<file path="src/rtl/cordic_sched.sv">
// Round-robin scheduler sharing one fixed-latency CORDIC engine among four requesters.
// Optional quadrant folding into [-pi/2, pi/2] is enabled by defining CORDIC_SCHED_RANGE_REDUCE_EN.
module cordic_sched #(
    parameter int ENGINE_LATENCY = 25
) (
    input  logic        clk,
    input  logic        rst,
    input  logic [3:0]  req,
    input  logic [95:0] req_angle,
    output logic [3:0]  gnt,
    output logic        eng_valid,
    output logic [23:0] eng_angle,
    output logic [1:0]  eng_sign,
    input  logic [23:0] eng_sine,
    input  logic [23:0] eng_cosine,
    output logic        res_valid,
    output logic [1:0]  res_id,
    output logic        res_err,
    output logic [23:0] res_sine,
    output logic [23:0] res_cosine,
    output logic        busy
);

    localparam int DATA_W = 24;
    localparam int CNT_W  = $clog2(ENGINE_LATENCY + 2);
    localparam logic signed [DATA_W-1:0] PI      = 24'sh6487EE;
    localparam logic signed [DATA_W-1:0] HALF_PI = 24'sh3243F7;

    typedef enum logic [1:0] {FLUSH, IDLE, WAIT, RESP} state_t;

    state_t             r_state;
    logic [CNT_W-1:0]   r_cnt;
    logic [1:0]         r_ptr;
    logic               r_err;

    logic signed [DATA_W-1:0] w_ang [4];
    logic                     w_any;
    logic [1:0]               w_sel;
    logic [DATA_W+2:0]        w_red;

    // Returns {out_of_range, sign[1:0], angle}; sign bits are {negate sine, negate cosine}.
    function automatic logic [DATA_W+2:0] reduce(input logic signed [DATA_W-1:0] a);
        logic signed [DATA_W-1:0] ang;
        logic [1:0]               sgn;
        logic                     err;
        ang = a;
        sgn = 2'b00;
        err = 1'b0;
`ifdef CORDIC_SCHED_RANGE_REDUCE_EN
        if (a > PI || a < -PI) begin
            err = 1'b1;
        end else if (a > HALF_PI) begin
            ang = PI - a;
            sgn = 2'b01;
        end else if (a < -HALF_PI) begin
            ang = -PI - a;
            sgn = 2'b01;
        end
`else
        if (a > HALF_PI || a < -HALF_PI) begin
            err = 1'b1;
        end
`endif
        return {err, sgn, ang};
    endfunction

    for (genvar gi = 0; gi < 4; gi++) begin : g_ang
        assign w_ang[gi] = $signed(req_angle[gi*DATA_W +: DATA_W]);
    end

    // Descending scan so the requester closest after the last grant wins.
    always_comb begin
        w_any = 1'b0;
        w_sel = 2'd0;
        for (int k = 4; k >= 1; k--) begin
            if (req[r_ptr + 2'(k)]) begin
                w_any = 1'b1;
                w_sel = r_ptr + 2'(k);
            end
        end
    end

    assign w_red = reduce(w_ang[w_sel]);
    assign busy  = (r_state != IDLE);

    always_ff @(posedge clk or negedge rst) begin
        if (!rst) begin
            r_state    <= FLUSH;
            r_cnt      <= '0;
            r_ptr      <= 2'd3;
            r_err      <= 1'b0;
            gnt        <= '0;
            eng_valid  <= 1'b0;
            eng_angle  <= '0;
            eng_sign   <= '0;
            res_valid  <= 1'b0;
            res_id     <= '0;
            res_err    <= 1'b0;
            res_sine   <= '0;
            res_cosine <= '0;
        end else begin
            gnt       <= '0;
            eng_valid <= 1'b0;
            res_valid <= 1'b0;
            case (r_state)
                FLUSH: begin
                    if (r_cnt == CNT_W'(ENGINE_LATENCY)) begin
                        r_cnt   <= '0;
                        r_state <= IDLE;
                    end else begin
                        r_cnt <= r_cnt + 1'b1;
                    end
                end
                IDLE: begin
                    if (w_any) begin
                        gnt       <= 4'b0001 << w_sel;
                        eng_valid <= ~w_red[DATA_W+2];
                        eng_sign  <= w_red[DATA_W+1:DATA_W];
                        eng_angle <= w_red[DATA_W-1:0];
                        res_id    <= w_sel;
                        r_ptr     <= w_sel;
                        r_err     <= w_red[DATA_W+2];
                        r_cnt     <= '0;
                        r_state   <= WAIT;
                    end
                end
                WAIT: begin
                    if (r_err) begin
                        res_valid  <= 1'b1;
                        res_err    <= 1'b1;
                        res_sine   <= '0;
                        res_cosine <= '0;
                        r_state    <= RESP;
                    end else if (r_cnt == CNT_W'(ENGINE_LATENCY)) begin
                        res_valid  <= 1'b1;
                        res_err    <= 1'b0;
                        res_sine   <= eng_sine;
                        res_cosine <= eng_cosine;
                        r_state    <= RESP;
                    end else begin
                        r_cnt <= r_cnt + 1'b1;
                    end
                end
                RESP:    r_state <= IDLE;
                default: r_state <= FLUSH;
            endcase
        end
    end

endmodule

</file>
<file path="config.mk">
export PLATFORM = sky130hd
export DESIGN_NAME = cordic_sched
export DESIGN_NICKNAME = d
export VERILOG_FILES = /design/src/rtl/cordic_sched.sv
export SDC_FILE = /design/constraint.sdc
export NUM_CORES = 1
export LEC_CHECK = 0
export ABC_AREA = 1
export CAP_MARGIN = 20
export CORE_ASPECT_RATIO = 0.9
export CORE_MARGIN = 4
export CORE_UTILIZATION = 27
export DETAILED_ROUTE_END_ITERATION = 8
export PLACE_DENSITY = 0.6
export RECOVER_POWER = 50
export SETUP_SLACK_MARGIN = 0.4
export SLEW_MARGIN = 20
export SYNTH_ARGS = -nofsm -noshare
export SYNTH_HDL_FRONTEND = slang
export SYNTH_SLANG_ARGS = --single-unit
export TNS_END_PERCENT = 5
</file>
<file path="constraint.sdc">
create_clock -name clk -period 6.9 [get_ports clk]
set_input_delay 1.035 -clock clk [delete_from_list [all_inputs] [get_ports clk]]
set_output_delay 1.035 -clock clk [all_outputs]
set_load 0.03 [all_outputs]
</file>
==> results of run 1 <==
-- cells by family after synthesis --
logic type,Yosys count
and+or+nand+nor,366
buffers and inverters,101
DFF,91
AOI/OAI and AO/OA,89
adders and majority gates,7
muxes,1
other,1
-- area by class of cell --
type                    count  area (um2)
well taps                 245         307
repair buffers            236        2350
flip-flops and latches     91        2280
fillers                  1901       10600
clock inverters             6        71.3
inverters                  62         240
clock buffers              10         239
multi-input cells         465        2420
-- tightest hold or removal path: cells and delay by family, from the launching register on --
family           cells  cell delay (ns)
and+or+nand+nor      2             0.10
DFF                  1             0.34
-- layer usage --
layer	GRT usage (%)	vias up	wire [um]
li1	-	2599	-
met2	24.6	224	7680
met5	0	-	0
met1	21.5	2403	7890
met4	4.32	0	209
met3	4.77	13	1600
-- flip-flops by register name, indices dropped and copies added, names as in the netlist --
name        flops
gnt             4
res_err         1
r_ptr           2
r_err           1
r_cnt           5
eng_valid       1
res_id          2
res_valid       1
res_sine       24
eng_angle      24
r_state         2
res_cosine     24
-- cell usage after synthesis (2+ instances only) --
cell / number
nand2_1: 219
dfrtp_1: 89
nand3_1: 81
inv_1: 57
a32o_1: 48
nor2_1: 35
o21ai_0: 28
clkbuf_1: 21
nand2_2: 11
buf_2: 8
ha_1: 7
buf_6: 6
a31oi_1: 5
nand2_4: 5
nor3_1: 5
a21oi_1: 4
buf_4: 4
dfstp_2: 2
inv_2: 2
nand3_4: 2
nand4_1: 2
nor2_2: 2
nor3b_1: 2
-- path summary, 6_finish.rpt --
path	end	slack [ns]	cells past startpoint
setup / recovery	eng_valid	2.65	20
hold / removal	res_id[1]	0.48	2
setup reg to reg	r_cnt[4]	3.02	9
hold reg to reg	res_id[1]	0.48	2
max in group asynchronous	eng_angle[19]	4.25	2
min in group asynchronous	res_cosine[4]	1.06	1
-- cells in the final DEF, fill, tap and decap left out, drive strengths merged, types with 4 or more instances in the layout --
master / n
a21oi: 4
a31oi: 5
a32o: 48
buf: 4
clkbuf: 12
clkdlybuf4s50: 230
dfrtp: 89
ha: 7
inv: 63
nand2: 235
nand3: 84
nor2: 37
nor3: 5
o21ai: 30
-- through the flow --
step / worst slack, ns / cells / util [%]
after global placement: 2.36 / 1098 / 41.0
after CTS: 2.68 / 1115 / 42.8
final: 2.65 / 1115 / 42.7
after floorplan: 4.14 / 657 / -
after detailed placement: 2.31 / 1099 / 41.1
after global routing: 2.34 / 1115 / 42.7
-- where the power goes --
part | switching, mW | leakage, nW | internal [mW]
Sequential | 0.0830 | 1.20 | 0.660
Combinational | 1.71 | 2.32 | 0.806
Clock | 0.221 | 0.146 | 0.294
Total | 2.01 | 3.66 | 1.76
==> run_results.csv, run 1 <==
group,metric,value,unit
die,std_cell_rows,47,
run_status,violations,"max-capacitance violations, max-slew violations",
synth,synth_top_family_by_area,"simple AND/OR/NAND/NOR gates",
min_path,min_from,"res_id[1]",
worst_setup_path,reg2reg_from,"r_cnt[0]",
synth,synth_async_sr_flop_share,100,%
power_and_ir_drop,p_leak,3.66,nW
clock_network,cts_buffers,9,
synth,synthTopCellsByArea,"dfrtp_1 (43%), nand2_1 (16%), a32o_1 (9.3%)",
route,viasPerCell,4.70,
die,coreArea,18500,um2
power_and_ir_drop,powerDensity,477,nW/um2
sta,finalHoldViolations,0,
synth,netlist_area,5140,um2
synth,synth_edf_count,0,
synth,synth-seq-cells,91,
clock_network,post_cts_resized,0,
clock_network,cts_setup_buffers,0,
finish,area_delta_synth_final,54.0,%
sta,hold_ws,0.483,ns
route,ant_nets,0,
worst_setup_path,critPathLaunchType,"primary input",
grt,grt_overflow,0,
job,maxCapViolCount,2,
route,wire_per_inst,15.6,um
synth,yosys.area_share.simple,31.1,%
sta,slew_viol_final,81,
synth,yosysUniqueCellTypes,34,
synth,synthAdderAreaFrac,1.70,%
grt,grt_start_max_net_pins,65,
synth,synth_flop_cell,"dfrtp_1",
synth,synthCells,656,
sta,period_share,61.5,%
grt,grt_pass1_wl,27.3,mm
synth,netlist.area_leader.share,43.3,%
worst_setup_path,crit_path_max_incr_delay,0.80,ns
worst_setup_path,worstSetupPathType,"in -> reg",
clock_network,cts_hold_buffers,0,
power_and_ir_drop,ir_worst_vdd,0.184,mV
worst_setup_path,crit_start,"req[3]",
synth,yosys_warnings,0,
clock_network,clk-insertion-delay-late,0.34,ns
worst_setup_path,cp_common_cell,"nand2_1",
run_status,status,"finished with violations",
sta,tns,0,ns
route,drt-total-wl,17.4,mm
route,via_count,5239,
clock_network,htree_levels,3,
route,drc_errors,0,
worst_setup_path,path_cells,"clkdlybuf4s50_1 -> inv_1 -> nand2_1 -> nand2_1 -> o21ai_0 -> nand3_1 -> nand2_1 -> nand2_1 -> inv_2 -> nand3_1 -> nand2_1 -> nand2_1 -> nor2_1 -> nand2_1 -> nor2_2 -> nand2_1 -> nand3_2 -> nand3_1 -> nand2_1 -> inv_1",
finish,nNetsFinal,1022,
finish,antenna_cells,0,
die,die_h,139,um
placed_design,placedInstanceArea,7610,um2
placed_design,gp_congestion,0.804,
worst_setup_path,crit_arrival,4.49,ns
sta,setup_violations,0,
worst_setup_path,worst-path-buf-inv,4,
grt,antenna_found_initial,0,
sta,fmax,236,MHz
sta,slew_headroom,-57.7,%
synth,synthMuxAreaShare,0.195,%
die,num_io_pins,234,
sta,period_needed,4.25,ns
clock_network,cts_tree,"done",
grt,grt_pass1_vias,5016,
finish,drive_gt1_share,5.86,%
sta,rsz0062_at_grt,"false",
synth,yosys.area_share.xor_xnor,0,%
placed_design,detailed_place_hpwl,13.1,mm
synth,synth_compound_area_share,13.6,%
worst_setup_path,required,7.14,ns
finish,stdcell_area,7910,um2
synth,avgSynthCellArea,7.83,um2
die,die_w,153,um
clock_network,clkSlewWorstSetupHoldPaths,0.07,ns
clock_network,clock-sinks,91,
clock_network,clockBufferDepth,2,
placed_design,numPortBuffers,231,
worst_setup_path,critical_path.top_delay_family,"simple AND/OR/NAND/NOR gates",
route,dr.pass1.iters,4,
worst_setup_path,critPathCaptureType,"flip-flop",
clock_network,cts_root_buf,"clkbuf_16",
die,fp.dieArea,21300,um2
sta,skew,0.00735,ns
route,first_iter_violations,275,
power_and_ir_drop,power,3.77,mW
worst_setup_path,cp_max_fo,33,
synth,synth_top_area_cell,"dfrtp_1",
grt,grt_usage,15.8,%
synth,yosysSeqAreaShare,44.4,%
worst_setup_path,critPathSlowestCell,"inv_2",
die,initial_core_util,27.7,%
sta,worst_pin_slew,2.37,ns
min_path,holdCritPathClass,"reg -> reg",
No activity file was read; power rests on OpenSTA's default activity.
==> inputs of run 2 (changes only) <==
- PLACE_DENSITY: 0.6 -> 0.62
- clock period: 6.9 -> 3.6 ns (I/O delays scaled with it)
==> run_results.csv, run 2 (synthesis gave the netlist of run 1 again) <==
group,metric,value,unit
run_status,status,"finished with violations",
run_status,violations,"max-capacitance violations, max-slew violations",
min_path,hold_end,"res_sine[10]",
finish,stdcell_area,7950,um2
sta,finalHoldViolations,0,
worst_setup_path,crit_arrival,3.33,ns
worst_setup_path,timing.rr.end,"res_err",
clock_network,clk-insertion-delay-late,0.34,ns
worst_setup_path,critPathSlowestCell,"clkbuf_1",
worst_setup_path,critPathLaunchType,"flip-flop",
clock_network,cts_setup_buffers,0,
clock_network,cts_root_buf,"clkbuf_16",
die,coreArea,18500,um2
clock_network,clkSlewWorstSetupHoldPaths,0.07,ns
route,wire_per_inst,15.1,um
placed_design,preCtsSetupSlack,0.294,ns
die,fp.dieArea,21300,um2
worst_setup_path,cp_max_fo,50,
grt,grt_pass1_vias,4926,
power_and_ir_drop,p_leak,3.74,nW
clock_network,htree_levels,3,
route,viasPerCell,4.60,
sta,setup_slack,0.536,ns
sta,setup_violations,0,
power_and_ir_drop,powerDensity,921,nW/um2
worst_setup_path,r2r_cells,6,
sta,rsz0062_at_grt,"false",
finish,reg_top3,"eng_angle (24), res_cosine (24), res_sine (24)",
job,maxCapViolCount,2,
placed_design,numPortBuffers,231,
clock_network,cts_tree,"done",
power_and_ir_drop,ir_worst_vdd,0.725,mV
worst_setup_path,worstSetupPathType,"reg -> reg",
route,first_iter_violations,237,
sta,fmax,326,MHz
sta,worst_pin_slew,2.30,ns
finish,layout_commonest_cell,"nand2_1",
finish,nNetsFinal,1028,
grt,antenna_found_initial,0,
worst_setup_path,worst-path-buf-inv,2,
worst_setup_path,required,3.86,ns
power_and_ir_drop,power,7.33,mW
grt,grt_usage,15.6,%
route,drt-total-wl,16.9,mm
sta,period_share,85.1,%
sta,slew_viol_final,117,
worst_setup_path,crit_path_max_incr_delay,1.66,ns
sta,skew,0.00763,ns
finish,drive_gt1_share,6.28,%
grt,grt_overflow,0,
min_path,min_path_cells,1,
worst_setup_path,critPathCaptureType,"flip-flop",
min_path,holdCritPathClass,"reg -> reg",
worst_setup_path,reg2reg_from,"r_cnt[0]",
worst_setup_path,path_cells,"ha_1 -> nand4_1 -> inv_1 -> o21ai_0 -> clkbuf_1 -> a22o_1",
finish,area_delta_synth_final,54.7,%
route,via_count,5159,
clock_network,cts_buffers,9,
placed_design,placedInstanceArea,7660,um2
die,std_cell_rows,47,
route,ant_nets,0,
route,dr.pass1.iters,5,
worst_setup_path,reg2reg_slack,0.54,ns
grt,grt_pass1_wl,27.1,mm
die,die_h,139,um
die,die_w,153,um
route,drc_errors,0,
sta,period_needed,3.06,ns
finish,seq_area,2280,um2
finish,antenna_cells,0,
sta,tns,0,ns
placed_design,gp_congestion,0.825,
sta,slew_headroom,-53.1,%
finish,multi_input_area,2420,um2
min_path,min_from,"res_sine[10]",
clock_network,clock-sinks,91,
finish,final_cell_mix,"nand2_1 (219), clkdlybuf4s50_1 (213), dfrtp_1 (89), nand3_1 (81), inv_1 (57)",
placed_design,detailed_place_hpwl,12.9,mm
finish,fill_cells,1893,
clock_network,clockBufferDepth,2,
die,num_io_pins,234,
worst_setup_path,critical_path.top_delay_family,"buffers and inverters",
grt,grt_start_max_net_pins,66,
clock_network,cts_hold_buffers,0,
clock_network,post_cts_resized,0,
die,initial_core_util,27.7,%
==> run 2: cell types whose count changed in the layout (fill, tap and decap cells not counted), sizes merged <==
cell,delta
clkdlybuf4s50,-17
clkbuf,+2
dlygate4sd3,+17
buf,+5
clkinv,-1
inv,-1
clkinvlp,+1
==> run 2: cell type report <==
cell class / count / share of cell area [%]
multi-input cells: 465 / 30.5
clock inverters: 5 / 0.771
flip-flops and latches: 91 / 28.7
clock buffers: 11 / 3.05
well taps: 245 / 3.86
repair buffers: 242 / 30.1
inverters: 62 / 3.02
==> run 2: metrics by stage <==
stage,util (%),hold slack (ns),cells
4_1_cts,43.0,0.342,1121
6_report,42.9,0.484,1121
2_1_floorplan,-,0.244,657
3_5_place_dp,41.3,0.469,1105
5_1_grt,42.9,0.495,1121
3_3_place_gp,41.3,0.465,1105
==> run 2: worst max-delay path by stage <==
| stage | startpoint | endpoint | slack, ns | cells after the start |
|---|---|---|---|---|
| after floorplan | r_ptr[0] | eng_valid | 1.22 | 24 |
| after global placement | req[1] | eng_valid | 0.32 | 21 |
| after detailed placement | req[1] | eng_valid | 0.29 | 21 |
| after CTS | r_ptr[0] | eng_valid | 0.60 | 20 |
| after global routing | r_cnt[0] | res_valid | 0.22 | 6 |
| final | r_cnt[0] | res_err | 0.54 | 6 |
==> run 2: power breakdown <==
part	internal [mW]	switching, mW	leakage, nW	total (mW)
combinational	1.66	3.28	2.40	4.94
sequential	1.27	0.158	1.20	1.42
clock	0.560	0.403	0.138	0.963
total	3.48	3.84	3.74	7.33
==> run 2: layer usage <==
layer / track usage (%) / routed length, um
met4: 4.55 / 238
met2: 23.8 / 7350
met5: 0 / 0
met1: 21.4 / 7710
met3: 4.90 / 1590
==> inputs of run 3 (changes only) <==
- CORE_UTILIZATION: 27 -> 38
- PLACE_DENSITY: 0.62 -> 0.81
==> run_results.csv, run 3 (synthesis gave the netlist of run 1 again) <==
group,metric,value,unit
clock_network,clockBufferDepth,2,
die,fp.dieArea,15500,um2
route,drc_errors,0,
sta,skew,0.00680,ns
worst_setup_path,required,3.83,ns
clock_network,cts_root_buf,"clkbuf_16",
placed_design,gp_congestion,0.887,
min_path,holdCritPathClass,"reg -> reg",
power_and_ir_drop,powerDensity,935,nW/um2
placed_design,preCtsSetupSlack,0.188,ns
grt,top_usage_layer,"met2",
sta,slew_headroom,-53.9,%
finish,stdcell_area,7950,um2
route,wire_per_inst,15.5,um
grt,grt_pass1_wl,24.7,mm
sta,setup_violations,0,
finish,nNetsFinal,1030,
die,die_h,118,um
min_path,min_from,"eng_angle[3]",
power_and_ir_drop,swShare,51.9,%
run_status,violations,"max-capacitance violations, max-slew violations",
die,coreArea,13300,um2
die,std_cell_rows,40,
worst_setup_path,cp_common_cell,"nand2_1",
grt,antenna_found_initial,0,
sta,finalHoldViolations,0,
placed_design,detailed_place_hpwl,12.4,mm
finish,final_util,59.7,%
run_status,status,"finished with violations",
power_and_ir_drop,ir_worst_vdd,0.449,mV
worst_setup_path,critPathSlowestCell,"clkdlybuf4s50_1",
worst_setup_path,cp_max_fo,23,
route,ant_nets,0,
worst_setup_path,crit_path_max_incr_delay,0.50,ns
worst_setup_path,path_cells,"clkdlybuf4s50_1 -> inv_1 -> nand2_1 -> nand2_1 -> nand2_1 -> nand2_1 -> inv_1 -> nand3_4 -> nand2_4 -> nand2_1 -> nand3_1 -> nand2_1 -> nor2_1 -> nand2_1 -> a21oi_1 -> nand2_1 -> nand3_2 -> nand3_1 -> nand2_1 -> inv_1",
worst_setup_path,critPathLaunchType,"primary input",
sta,period_needed,2.87,ns
clock_network,cts_buffers,9,
finish,finalNonFillerCells,1046,
route,dr.pass1.iters,5,
placed_design,dp_cells,1026,
job,maxCapViolCount,1,
route,viasPerCell,5.09,
grt,grt_use_met1,24.0,%
route,first_iter_violations,268,
grt,gr-usage-met2,33.9,%
power_and_ir_drop,p_sw,3.85,mW
worst_setup_path,critPathCaptureType,"flip-flop",
finish,area_delta_synth_final,54.6,%
finish,final_cell_mix,"nand2_1 (218), clkdlybuf4s50_1 (189), dfrtp_1 (89), nand3_1 (81), inv_1 (57)",
worst_setup_path,crit_start,"req[3]",
grt,grt_overflow,0,
die,die_w,131,um
sta,rsz0062_at_grt,"false",
finish,layout_commonest_cell,"nand2_1",
clock_network,clkSlewWorstSetupHoldPaths,0.06,ns
die,initial_core_util,38.6,%
power_and_ir_drop,p_clk_share,14.1,%
route,drt-total-wl,16.2,mm
placed_design,placedInstanceArea,7540,um2
sta,period_share,79.7,%
worst_setup_path,reg2reg_from,"r_ptr[0]",
finish,reg_top3,"eng_angle (24), res_cosine (24), res_sine (24)",
grt,met3_usage,5.24,%
sta,tns,0,ns
sta,hold_ws,0.478,ns
sta,slew_viol_final,44,
worst_setup_path,worstSetupPathType,"in -> reg",
power_and_ir_drop,p_int,3.58,mW
clock_network,htree_levels,3,
grt,grt_usage,19.9,%
finish,antenna_cells,0,
finish,drive_gt1_share,6.95,%
clock_network,clock-sinks,91,
grt,grt_pass1_vias,5050,
power_and_ir_drop,power_frac_comb,66.9,%
sta,worst_pin_slew,2.31,ns
route,via_count,5329,
power_and_ir_drop,sequentialPowerShare,19.0,%
grt,grt_start_max_net_pins,51,
sta,fmax,349,MHz
die,num_io_pins,234,
clock_network,cts_tree,"done",
worst_setup_path,crit_arrival,3.10,ns
sta,setup_slack,0.732,ns
placed_design,numPortBuffers,231,
clock_network,clk-insertion-delay-late,0.33,ns
power_and_ir_drop,power,7.43,mW
power_and_ir_drop,p_leak,3.86,nW
[run 3: area by class of cell]
| type | instances | area [um2] |
|---|---|---|
| fill | 1177 | 5370 |
| multi-input combinational | 466 | 2460 |
| timing repair buffer | 243 | 2410 |
| sequential | 91 | 2280 |
| clock buffer | 11 | 253 |
| inverter | 62 | 243 |
| tap | 168 | 210 |
| clock inverter | 5 | 82.6 |
[run 3: per-layer routing]
layer	vias up	part of all wire, %
met3	29	10
li1	2611	-
met5	-	0
met1	2429	40
met4	0	2.0
met2	260	47
[run 3: worst paths after layout]
path | endpoint | slack (ns) | cells past startpoint
max in group asynchronous | gnt[3] | 0.98 | 2
max reg2reg | eng_valid | 0.75 | 20
min | eng_angle[3] | 0.48 | 2
min in group asynchronous | res_cosine[3] | 0.89 | 1
max | eng_valid | 0.73 | 20
min reg2reg | eng_angle[3] | 0.48 | 2
[run 3: what timing repair did]
action / in CTS / in global routing
setup endpoints to repair: 0 / 2
hold buffers: 0 / 0
gates resized for setup: 0 / 6
buffers inserted: 0 / 3
[run 3: power by group through the flow]
stage / registers, mW / logic (mW) / clock network (mW)
global placement: 1.45 / 4.76 / 0
detailed placement: 1.45 / 4.83 / 0
global route: 1.44 / 5.61 / 1.11
floorplan: 1.72 / 3.31 / 0
CTS: 1.43 / 4.84 / 1.07
finish: 1.41 / 4.97 / 1.05
[run 3: critical path: cells and delay by family]
family          cells  cell delay [ns]
buf+inv             4             0.71
compound gates      1             0.14
simple gates       15             1.72
